### src/rtl/pipe_ctrl_pkg.sv
// Shared definitions for the pipeline controller: FSM encoding,
// stall/flush bit positions and the pipeline stage count.
package pipe_ctrl_pkg;

   typedef enum logic [0:0] {
      ST_RUN     = 1'b0,
      ST_MC_WAIT = 1'b1
   } state_e;

   localparam int NUM_STAGES = 5;
   localparam int NUM_FLUSH  = 3;

   // stall[] bit positions: each bit holds one pipeline register
   localparam int STALL_PC    = 0;
   localparam int STALL_IF_ID = 1;
   localparam int STALL_ID_EX = 2;
   localparam int STALL_EX_ME = 3;
   localparam int STALL_ME_WB = 4;

   // flush[] bit positions: each bit turns one pipeline register into a bubble
   localparam int FLUSH_IF_ID = 0;
   localparam int FLUSH_ID_EX = 1;
   localparam int FLUSH_EX_ME = 2;

endpackage

### src/rtl/pipe_hazard_det.sv
// Load-use hazard detector: the instruction in ID reads a register that
// the load currently in EX has not produced yet. x0 never creates a hazard.
module pipe_hazard_det (
   input  logic       id_rs1_re,
   input  logic [4:0] id_rs1_addr,
   input  logic       id_rs2_re,
   input  logic [4:0] id_rs2_addr,
   input  logic       ex_rd_we,
   input  logic [4:0] ex_rd_addr,
   input  logic       ex_is_load,
   output logic       hazard
);

   logic rs1_hit;
   logic rs2_hit;

   // Compare both ID source operands against the EX load destination
   always_comb begin
      rs1_hit = id_rs1_re && (id_rs1_addr == ex_rd_addr);
      rs2_hit = id_rs2_re && (id_rs2_addr == ex_rd_addr);
      hazard  = ex_is_load && ex_rd_we && (ex_rd_addr != 5'd0) && (rs1_hit || rs2_hit);
   end

endmodule

### src/rtl/pipe_ctrl.sv
// Pipeline sequencing controller: load-use stalls, taken-branch redirects,
// multi-cycle EX freezes, and a saturating stall-cycle counter.
// The FSM state is externally visible as mc_busy (1 exactly in MC_WAIT).
module pipe_ctrl
   import pipe_ctrl_pkg::*;
#(
   parameter int MC_CNT_W = 6,
   parameter int PERF_W   = 32
) (
   input  logic                  clk,
   input  logic                  rst,
   input  logic                  id_rs1_re,
   input  logic [4:0]            id_rs1_addr,
   input  logic                  id_rs2_re,
   input  logic [4:0]            id_rs2_addr,
   input  logic                  ex_rd_we,
   input  logic [4:0]            ex_rd_addr,
   input  logic                  ex_is_load,
   input  logic                  ex_mc_start,
   input  logic [MC_CNT_W-1:0]   ex_mc_len,
   input  logic                  ex_br_taken,
   input  logic [31:0]           ex_br_target,
   output logic [NUM_STAGES-1:0] stall,
   output logic [NUM_FLUSH-1:0]  flush,
   output logic                  redirect_valid,
   output logic [31:0]           redirect_pc,
   output logic                  mc_busy,
   output logic                  mc_done,
   output logic [PERF_W-1:0]     stall_cycles
);

   state_e              state_q, state_d;
   logic [MC_CNT_W-1:0] cnt_q, cnt_d;
   logic [PERF_W-1:0]   perf_q, perf_d;
   logic                hazard;

   pipe_hazard_det u_hazard (
      .id_rs1_re   (id_rs1_re),
      .id_rs1_addr (id_rs1_addr),
      .id_rs2_re   (id_rs2_re),
      .id_rs2_addr (id_rs2_addr),
      .ex_rd_we    (ex_rd_we),
      .ex_rd_addr  (ex_rd_addr),
      .ex_is_load  (ex_is_load),
      .hazard      (hazard)
   );

   // Next state and control outputs; everything is forced quiet during reset
   always_comb begin
      state_d        = state_q;
      cnt_d          = cnt_q;
      stall          = '0;
      flush          = '0;
      redirect_valid = 1'b0;
      redirect_pc    = '0;
      mc_busy        = 1'b0;
      mc_done        = 1'b0;
      if (!rst) begin
         case (state_q)
            ST_RUN: begin
               if (ex_br_taken) begin
                  // A taken branch kills the wrong-path ID/IF instructions and
                  // overrides both a pending load-use stall and a multi-cycle start.
                  redirect_valid         = 1'b1;
                  redirect_pc            = ex_br_target;
                  flush[FLUSH_IF_ID]     = 1'b1;
                  flush[FLUSH_ID_EX]     = 1'b1;
               end else begin
                  if (hazard) begin
                     stall[STALL_PC]    = 1'b1;
                     stall[STALL_IF_ID] = 1'b1;
                     flush[FLUSH_ID_EX] = 1'b1;
                  end
                  if (ex_mc_start) begin
                     // Lengths 0 and 1 both give a single frozen cycle
                     state_d = ST_MC_WAIT;
                     cnt_d   = (ex_mc_len == '0) ? '0 : ex_mc_len - MC_CNT_W'(1);
                  end
               end
            end
            ST_MC_WAIT: begin
               // Freeze the front of the pipe and feed bubbles into EX_ME
               mc_busy            = 1'b1;
               stall[STALL_PC]    = 1'b1;
               stall[STALL_IF_ID] = 1'b1;
               stall[STALL_ID_EX] = 1'b1;
               flush[FLUSH_EX_ME] = 1'b1;
               if (cnt_q == '0) begin
                  mc_done = 1'b1;
                  state_d = ST_RUN;
               end else begin
                  cnt_d = cnt_q - MC_CNT_W'(1);
               end
            end
            default: state_d = ST_RUN;
         endcase
      end
   end

   // Saturating count of cycles in which the PC was held
   always_comb begin
      perf_d = perf_q;
      if (stall[STALL_PC] && (perf_q != {PERF_W{1'b1}})) begin
         perf_d = perf_q + PERF_W'(1);
      end
      stall_cycles = rst ? '0 : perf_q;
   end

   // State, multi-cycle counter and performance counter registers
   always_ff @(posedge clk) begin
      if (rst) begin
         state_q <= ST_RUN;
         cnt_q   <= '0;
         perf_q  <= '0;
      end else begin
         state_q <= state_d;
         cnt_q   <= cnt_d;
         perf_q  <= perf_d;
      end
   end

endmodule

### config.mk
export PLATFORM = sky130hd
export DESIGN_NAME = pipe_ctrl
export DESIGN_NICKNAME = d
export VERILOG_FILES = /design/src/rtl/pipe_ctrl_pkg.sv /design/src/rtl/pipe_hazard_det.sv /design/src/rtl/pipe_ctrl.sv
export SDC_FILE = /design/constraint.sdc
export NUM_CORES = 1
export LEC_CHECK = 0
export ABC_AREA = 1
export BUFFER_PORTS_ARGS = -buffer_cell sky130_fd_sc_hd__buf_2
export CORE_UTILIZATION = 49
export DETAILED_ROUTE_END_ITERATION = 8
export GPL_TIMING_DRIVEN = 0
export PLACE_DENSITY = 0.87
export SLEW_MARGIN = 20
export SYNTH_ARGS = -nofsm -noshare
export SYNTH_HDL_FRONTEND = slang
export SYNTH_SLANG_ARGS = --single-unit
### constraint.sdc
create_clock -name clk -period 2.35 [get_ports clk]
set_input_delay 0.47 -clock clk [delete_from_list [all_inputs] [get_ports clk]]
set_output_delay 0.47 -clock clk [all_outputs]
set_load 0.005 [all_outputs]
==> impl_metrics.csv, run 1 <==
group,metric,value,unit
timing,hold_ws,481,ps
drt,wl,10.9,mm
power,p_total,1.47,mW
worst_setup_path,worst_ep_arrival_time,1790,ps
global_routing,grt_pass1_vias,3851,
placement,hpwl,8.57,mm
global_routing,grt_overflow_total,0,
synth,synth_commonest_cells,"nand2_1, nor2_1, inv_1",
cells_and_area,drive_gt1_frac,0.226,
power,vdd_drop_max,0.342,mV
worst_setup_path,rr_worst_depth,9,
cells_and_area,diodes,0,
worst_setup_path,crit_end,"stall_cycles[2]",
drt,num_vias,4277,
global_routing,grtUsageTotal,0.303,
drt,wire_per_inst,13.1,µm
worst_setup_path,cp_max_fo,10,
timing,finalMaxSlewViolations,0,
drt,drtIter0Drc,379,
cells_and_area,multi_input_area,2040,µm²
timing,fin_crit_sh,0.960,
synth,synth_edf_count,0,
worst_setup_path,r2r-end,"perf_q[23]$_SDFFE_PP0P_",
min_path,min-delay-start,"perf_q[31]$_SDFFE_PP0P_",
clock_network,cts_hold_buf,0,
clock_network,cts_tree,"built",
synth,synth_seq_cells,39,
clock_network,cts.sinks,39,
worst_setup_path,startpoint,"rst",
global_routing,grt_pass1_wl,17.3,mm
floorplanning,start_util,0.515,
drt,dr.pass1.iters,8,
worst_setup_path,endpoint_kind,"output port",
synth,synthTopCellsByArea,"dfxtp_1, nand2_1, nor2_1, inv_1, nand3_1",
cells_and_area,nFillCells,624,
synth,ys.flop_type,"dfxtp_1",
placement,numPortBuffers,132,
worst_setup_path,start_kind,"input port",
floorplanning,die_w,84.4,µm
timing,max-slew-margin-rel,0.616,
clock_network,clk_pin_slew,80,ps
synth,syn_inst,611,
clock_network,h-tree-depth,2,
timing,setup_viol,0,
placement,place_congestion,0.976,
clock_network,numCtsBuffers,5,
run_status,violations,"DRC",
worst_setup_path,timing.rr.start,"perf_q[0]$_SDFFE_PP0P_",
job,cap_violations,0,
synth,synth-async-reset-ratio,0,
worst_setup_path,required,1880,ps
worst_setup_path,critPathKind,"in2out",
synth,synth_most_common_cell,"nand2_1",
timing,skew,15.6,ps
power,power.leakage,2.22,nW
global_routing,antenna_found_initial,0,
min_path,min_path_type,"reg2reg",
synth,netlist.area_leader.share,0.235,
cells_and_area,regArea,781,µm²
floorplanning,core,6460,µm²
floorplanning,io_pins,136,
cells_and_area,nets,818,
drt,route.detailed.drc,15,
synth,ys_warn_count,0,
timing,final_hold_viol_count,0,
synth,syn_area_per_cell,5.44,µm²
run_status,outcome,"complete, but fails checks",
floorplanning,die_y,84.4,µm
floorplanning,rows,29,
clock_network,clk_latency,300,ps
synth,synth_largest_area_cell,"dfxtp_1",
cells_and_area,area_delta_synth_final,26.7,%
drt,antenna_left,0,
timing,fin_tns_setup,0,ps
drt,drt-vias-per-instance,5.15,
synth,synth_cell_types,28,
timing,rsz0062_at_grt,"false",
clock_network,cts_root_buffer,"clkbuf_8",
power,powerDensity,348,nW/µm²
synth,seq_area_frac_synth,0.235,
global_routing,grt_max_degree,13,
timing,min_period,2260,ps
floorplanning,dieArea,7120,µm²
clock_network,cts_buffer_depth,2,
timing,max_freq,443,MHz
timing,worst_pin_slew,572,ps
worst_setup_path,rrSetupSlack,200,ps
synth,synth_area,3330,µm²
==> worst min path at each step <==
stage,end,cells after the start
final,perf_q[31]$_SDFFE_PP0P_,2
after global routing,perf_q[7]$_SDFFE_PP0P_,2
after detailed placement,perf_q[7]$_SDFFE_PP0P_,2
after global placement,cnt_q[2]$_SDFFE_PP0P_,2
after CTS,perf_q[7]$_SDFFE_PP0P_,2
after floorplan,cnt_q[2]$_SDFFE_PP0P_,2
==> flip-flops by register name (all words and copies together) (netlist names) <==
signal	cells
perf_q	32
cnt_q	6
state_q	1
==> worst max-delay path, stage by stage <==
cell and delay [ps]:
clkbuf_1 200, clkbuf_1 450, buf_1 430, nor2_1 100, buf_2 140
==> layout make-up <==
cell class              count  share of cell area
plain buffers              27              0.0389
clock buffers               5              0.0163
clock inverters             2             0.00327
inverters                 101              0.0900
multi-input cells         445               0.483
flip-flops and latches     39               0.185
well taps                  77              0.0229
repair buffers            134               0.160
==> where the power goes <==
| group | switching, mW | internal [mW] | leakage [nW] | total (mW) |
|---|---|---|---|---|
| clock | 0.248 | 0.203 | 0.0440 | 0.451 |
| sequential | 0.0133 | 0.676 | 0.315 | 0.689 |
| combinational | 0.195 | 0.133 | 1.86 | 0.328 |
| total | 0.457 | 1.01 | 2.22 | 1.47 |
==> repair_timing <==
item	CTS	global route
endpoints found under the setup margin	31	82
pin swaps	0	1
resized for setup	5	18
buffers inserted	0	2
==> layer usage <==
metal | global-route usage | routed length, µm | vias up
li1 | - | - | 2148
met1 | 0.357 | 4330 | 1880
met5 | 0 | 0 | -
met2 | 0.548 | 5210 | 214
met4 | 0.140 | 375 | 0
met3 | 0.0393 | 957 | 35
==> cells by family (layout without fill, tap and decap cells) <==
logic type,count (synthesis),count (layout),synth area share
AO/OA/AOI/OAI,54,54,0.0839
XOR/XNOR,18,18,0.0474
adder cells (fa/ha/maj),4,4,0.0150
buffers and inverters,128,269,0.158
flip-flops,39,39,0.235
other,1,2,0.00113
AND/OR/NAND/NOR,367,367,0.460
==> per-stage QoR <==
| step | area (µm²) | worst slack [ps] | cells | util |
|---|---|---|---|---|
| floorplan | 3330 | 358 | 612 | - |
| global placement | 4090 | -40.2 | 821 | 0.633 |
| detailed placement | 4090 | -57.4 | 821 | 0.633 |
| CTS | 4180 | 14.5 | 828 | 0.647 |
| global route | 4210 | 6.89 | 830 | 0.652 |
| finish | 4210 | 93.1 | 830 | 0.652 |
==> cell usage in the layout, fill, tap and decap left out, drive strengths merged, types with 2 or more instances in the layout <==
| master | count |
|---|---|
| nand2 | 163 |
| buf | 149 |
| nor2 | 119 |
| inv | 101 |
| nand3 | 63 |
| a21oi | 40 |
| dfxtp | 39 |
| nor3 | 19 |
| xor2 | 17 |
| clkbuf | 17 |
| o21ai | 9 |
| ha | 4 |
| a31oi | 2 |
| conb | 2 |
| nand4 | 2 |
| clkinv | 2 |
(Power assumes the default switching activity.)
==> run 2: changes to the inputs <==
Settings changed: BUFFER_PORTS_ARGS -buffer_cell sky130_fd_sc_hd__buf_2 to default, CORE_UTILIZATION 49 to 50, DONT_BUFFER_PORTS from default to 1, PLACE_DENSITY 0.87 to 0.71.
==> run 2 against run 1 <==
Net effect: sequential cell count is the same; routed wire length decreased by 12%; the run now ends clean; critical path depth rose by 2; clock-buffer cell count is the same; final cell count down 16%; hold slack got worse by 100 ps; critical endpoint is now redirect_pc[24]; critical path type is now reg2out; combinational power shrank 28%; final area shrank 15%; sequential power about the same; global-route usage decreased by 2.7 points.
==> impl_metrics.csv, run 2 (same netlist as run 1, synthesis figures left out) <==
group,metric,value,unit
placement,place_congestion,0.944,
global_routing,grtUsageTotal,0.276,
clock_network,h-tree-depth,2,
global_routing,grt_pass1_vias,3377,
job,cap_violations,0,
clock_network,cts_root_buffer,"clkbuf_8",
drt,drtIter0Drc,249,
cells_and_area,largest_reg_flops,32,
timing,skew,10.1,ps
cells_and_area,max_flop_register,"perf_q",
global_routing,grt_pass1_wl,15.8,mm
timing,max_freq,451,MHz
worst_setup_path,start_kind,"flip-flop",
timing,finalMaxSlewViolations,0,
cells_and_area,drive_gt1_frac,0.0547,
timing,final_hold_viol_count,0,
clock_network,cts_tree,"built",
cells_and_area,area_delta_synth_final,7.94,%
clock_network,cts_hold_buf,0,
run_status,outcome,"complete, no violations",
global_routing,use_met1,0.373,
worst_setup_path,worst_ep_arrival_time,1750,ps
worst_setup_path,endpoint_kind,"output port",
global_routing,grt_overflow_total,0,
floorplanning,die_w,83.6,µm
timing,fin_crit_sh,0.943,
drt,wire_per_inst,13.6,µm
drt,route.detailed.drc,0,
cells_and_area,diodes,0,
cells_and_area,nFillCells,669,
power,power.leakage,1.60,nW
timing,fin_tns_setup,0,ps
timing,min_period,2220,ps
clock_network,cts.sinks,39,
placement,numPortBuffers,0,
cells_and_area,nets,686,
placement,hpwl,7.59,mm
power,powerDensity,451,nW/µm²
drt,antenna_left,0,
clock_network,clk_pin_slew,90,ps
cells_and_area,largestRegisters,"perf_q x32, cnt_q x6, state_q x1",
floorplanning,io_pins,136,
clock_network,numCtsBuffers,5,
floorplanning,core,6390,µm²
power,vdd_drop_max,0.316,mV
floorplanning,start_util,0.521,
worst_setup_path,critPathMostFrequentCell,"inv_1",
timing,worst_pin_slew,652,ps
floorplanning,die_y,83.6,µm
worst_setup_path,required,1880,ps
drt,wl,9.52,mm
worst_setup_path,critPathMaxStageDelay,340,ps
floorplanning,dieArea,6980,µm²
global_routing,use_met2,0.452,
timing,setup_viol,0,
cells_and_area,final_cell_mix,"nand2_1, nor2_1, inv_1",
clock_network,clk_latency,300,ps
timing,rsz0062_at_grt,"false",
global_routing,met3_usage,0.0475,
worst_setup_path,critPathKind,"reg2out",
global_routing,busiest_layer,"met2",
drt,num_vias,3757,
min_path,min_path_type,"in2reg",
power,p_total,1.62,mW
drt,drt-vias-per-instance,5.37,
global_routing,antenna_found_initial,0,
worst_setup_path,cp_slowest_cell,"dfxtp_1",
cells_and_area,final_common_cell,"nand2_1",
global_routing,grt_max_degree,14,
worst_setup_path,cp_max_fo,10,
drt,dr.pass1.iters,5,
clock_network,cts_buffer_depth,2,
floorplanning,rows,29,
timing,max-slew-margin-rel,0.562,
worst_setup_path,path_cells,"inv_1 > clkbuf_2 > nand2_1 > nor2_2 > inv_1 > buf_1 > nor2_1",
[run 2: final cells by class]
type | count | area [µm²] | share of cell area
Clock inverter | 3 | 67.6 | 0.0188
Timing Repair Buffer | 2 | 15.0 | 0.00418
Multi-Input combinational cell | 445 | 2030 | 0.565
Sequential cell | 39 | 781 | 0.217
Tap cell | 77 | 96.3 | 0.0268
Buffer | 27 | 154 | 0.0429
Clock buffer | 5 | 68.8 | 0.0192
Inverter | 101 | 379 | 0.106
[run 2: path summary, 6_finish.rpt]
kind                          startpoint  cells past startpoint                 endpoint  slack [ps]
setup reg to reg  perf_q[0]$_SDFFE_PP0P_                      9  perf_q[16]$_SDFFE_PP0P_         210
hold reg to reg   perf_q[8]$_SDFFE_PP0P_                      2   perf_q[8]$_SDFFE_PP0P_         480
setup / recovery      state_q$_SDFF_PP0_                      7          redirect_pc[24]         130
hold / removal              ex_mc_len[0]                      3    cnt_q[0]$_SDFFE_PP0P_         380
[run 2: what timing repair did]
action	in CTS	in global routing
resized for setup	3	8
setup endpoints to repair	38	61
buffers inserted	0	2
pin swaps	0	1
[run 2: per-layer routing]
metal / wire length [µm] / up-vias
li1: - / 1886
met1: 4450 / 1709
met2: 4220 / 148
met3: 720 / 14
met4: 131 / 0
met5: 0 / -
[run 2: stage by stage]
| stage | std cells | utilization | hold slack (ps) | instance area (µm²) | worst slack (ps) |
|---|---|---|---|---|---|
| 6_report | 699 | 0.562 | 380 | 3590 | 133 |
| 5_1_grt | 699 | 0.562 | 424 | 3590 | 6.17 |
| 4_1_cts | 697 | 0.559 | 383 | 3570 | 23.3 |
| 3_5_place_dp | 689 | 0.536 | 461 | 3430 | 9.38 |
| 3_3_place_gp | 689 | 0.536 | 456 | 3430 | 32.9 |
| 2_1_floorplan | 612 | - | 442 | 3330 | 358 |
[run 2: where the power goes]
part,leakage [nW],switching (mW),internal (mW)
sequential,0.315,0.0132,0.675
combinational,1.22,0.158,0.0768
clock,0.0644,0.269,0.424
total,1.60,0.441,1.18
[run 2: worst max-delay path: cells and delay by family, from the launching register on]
family / cells / cell delay (ps)
and+or+nand+nor: 3 / 460
DFF: 1 / 340
buffers and inverters: 4 / 660
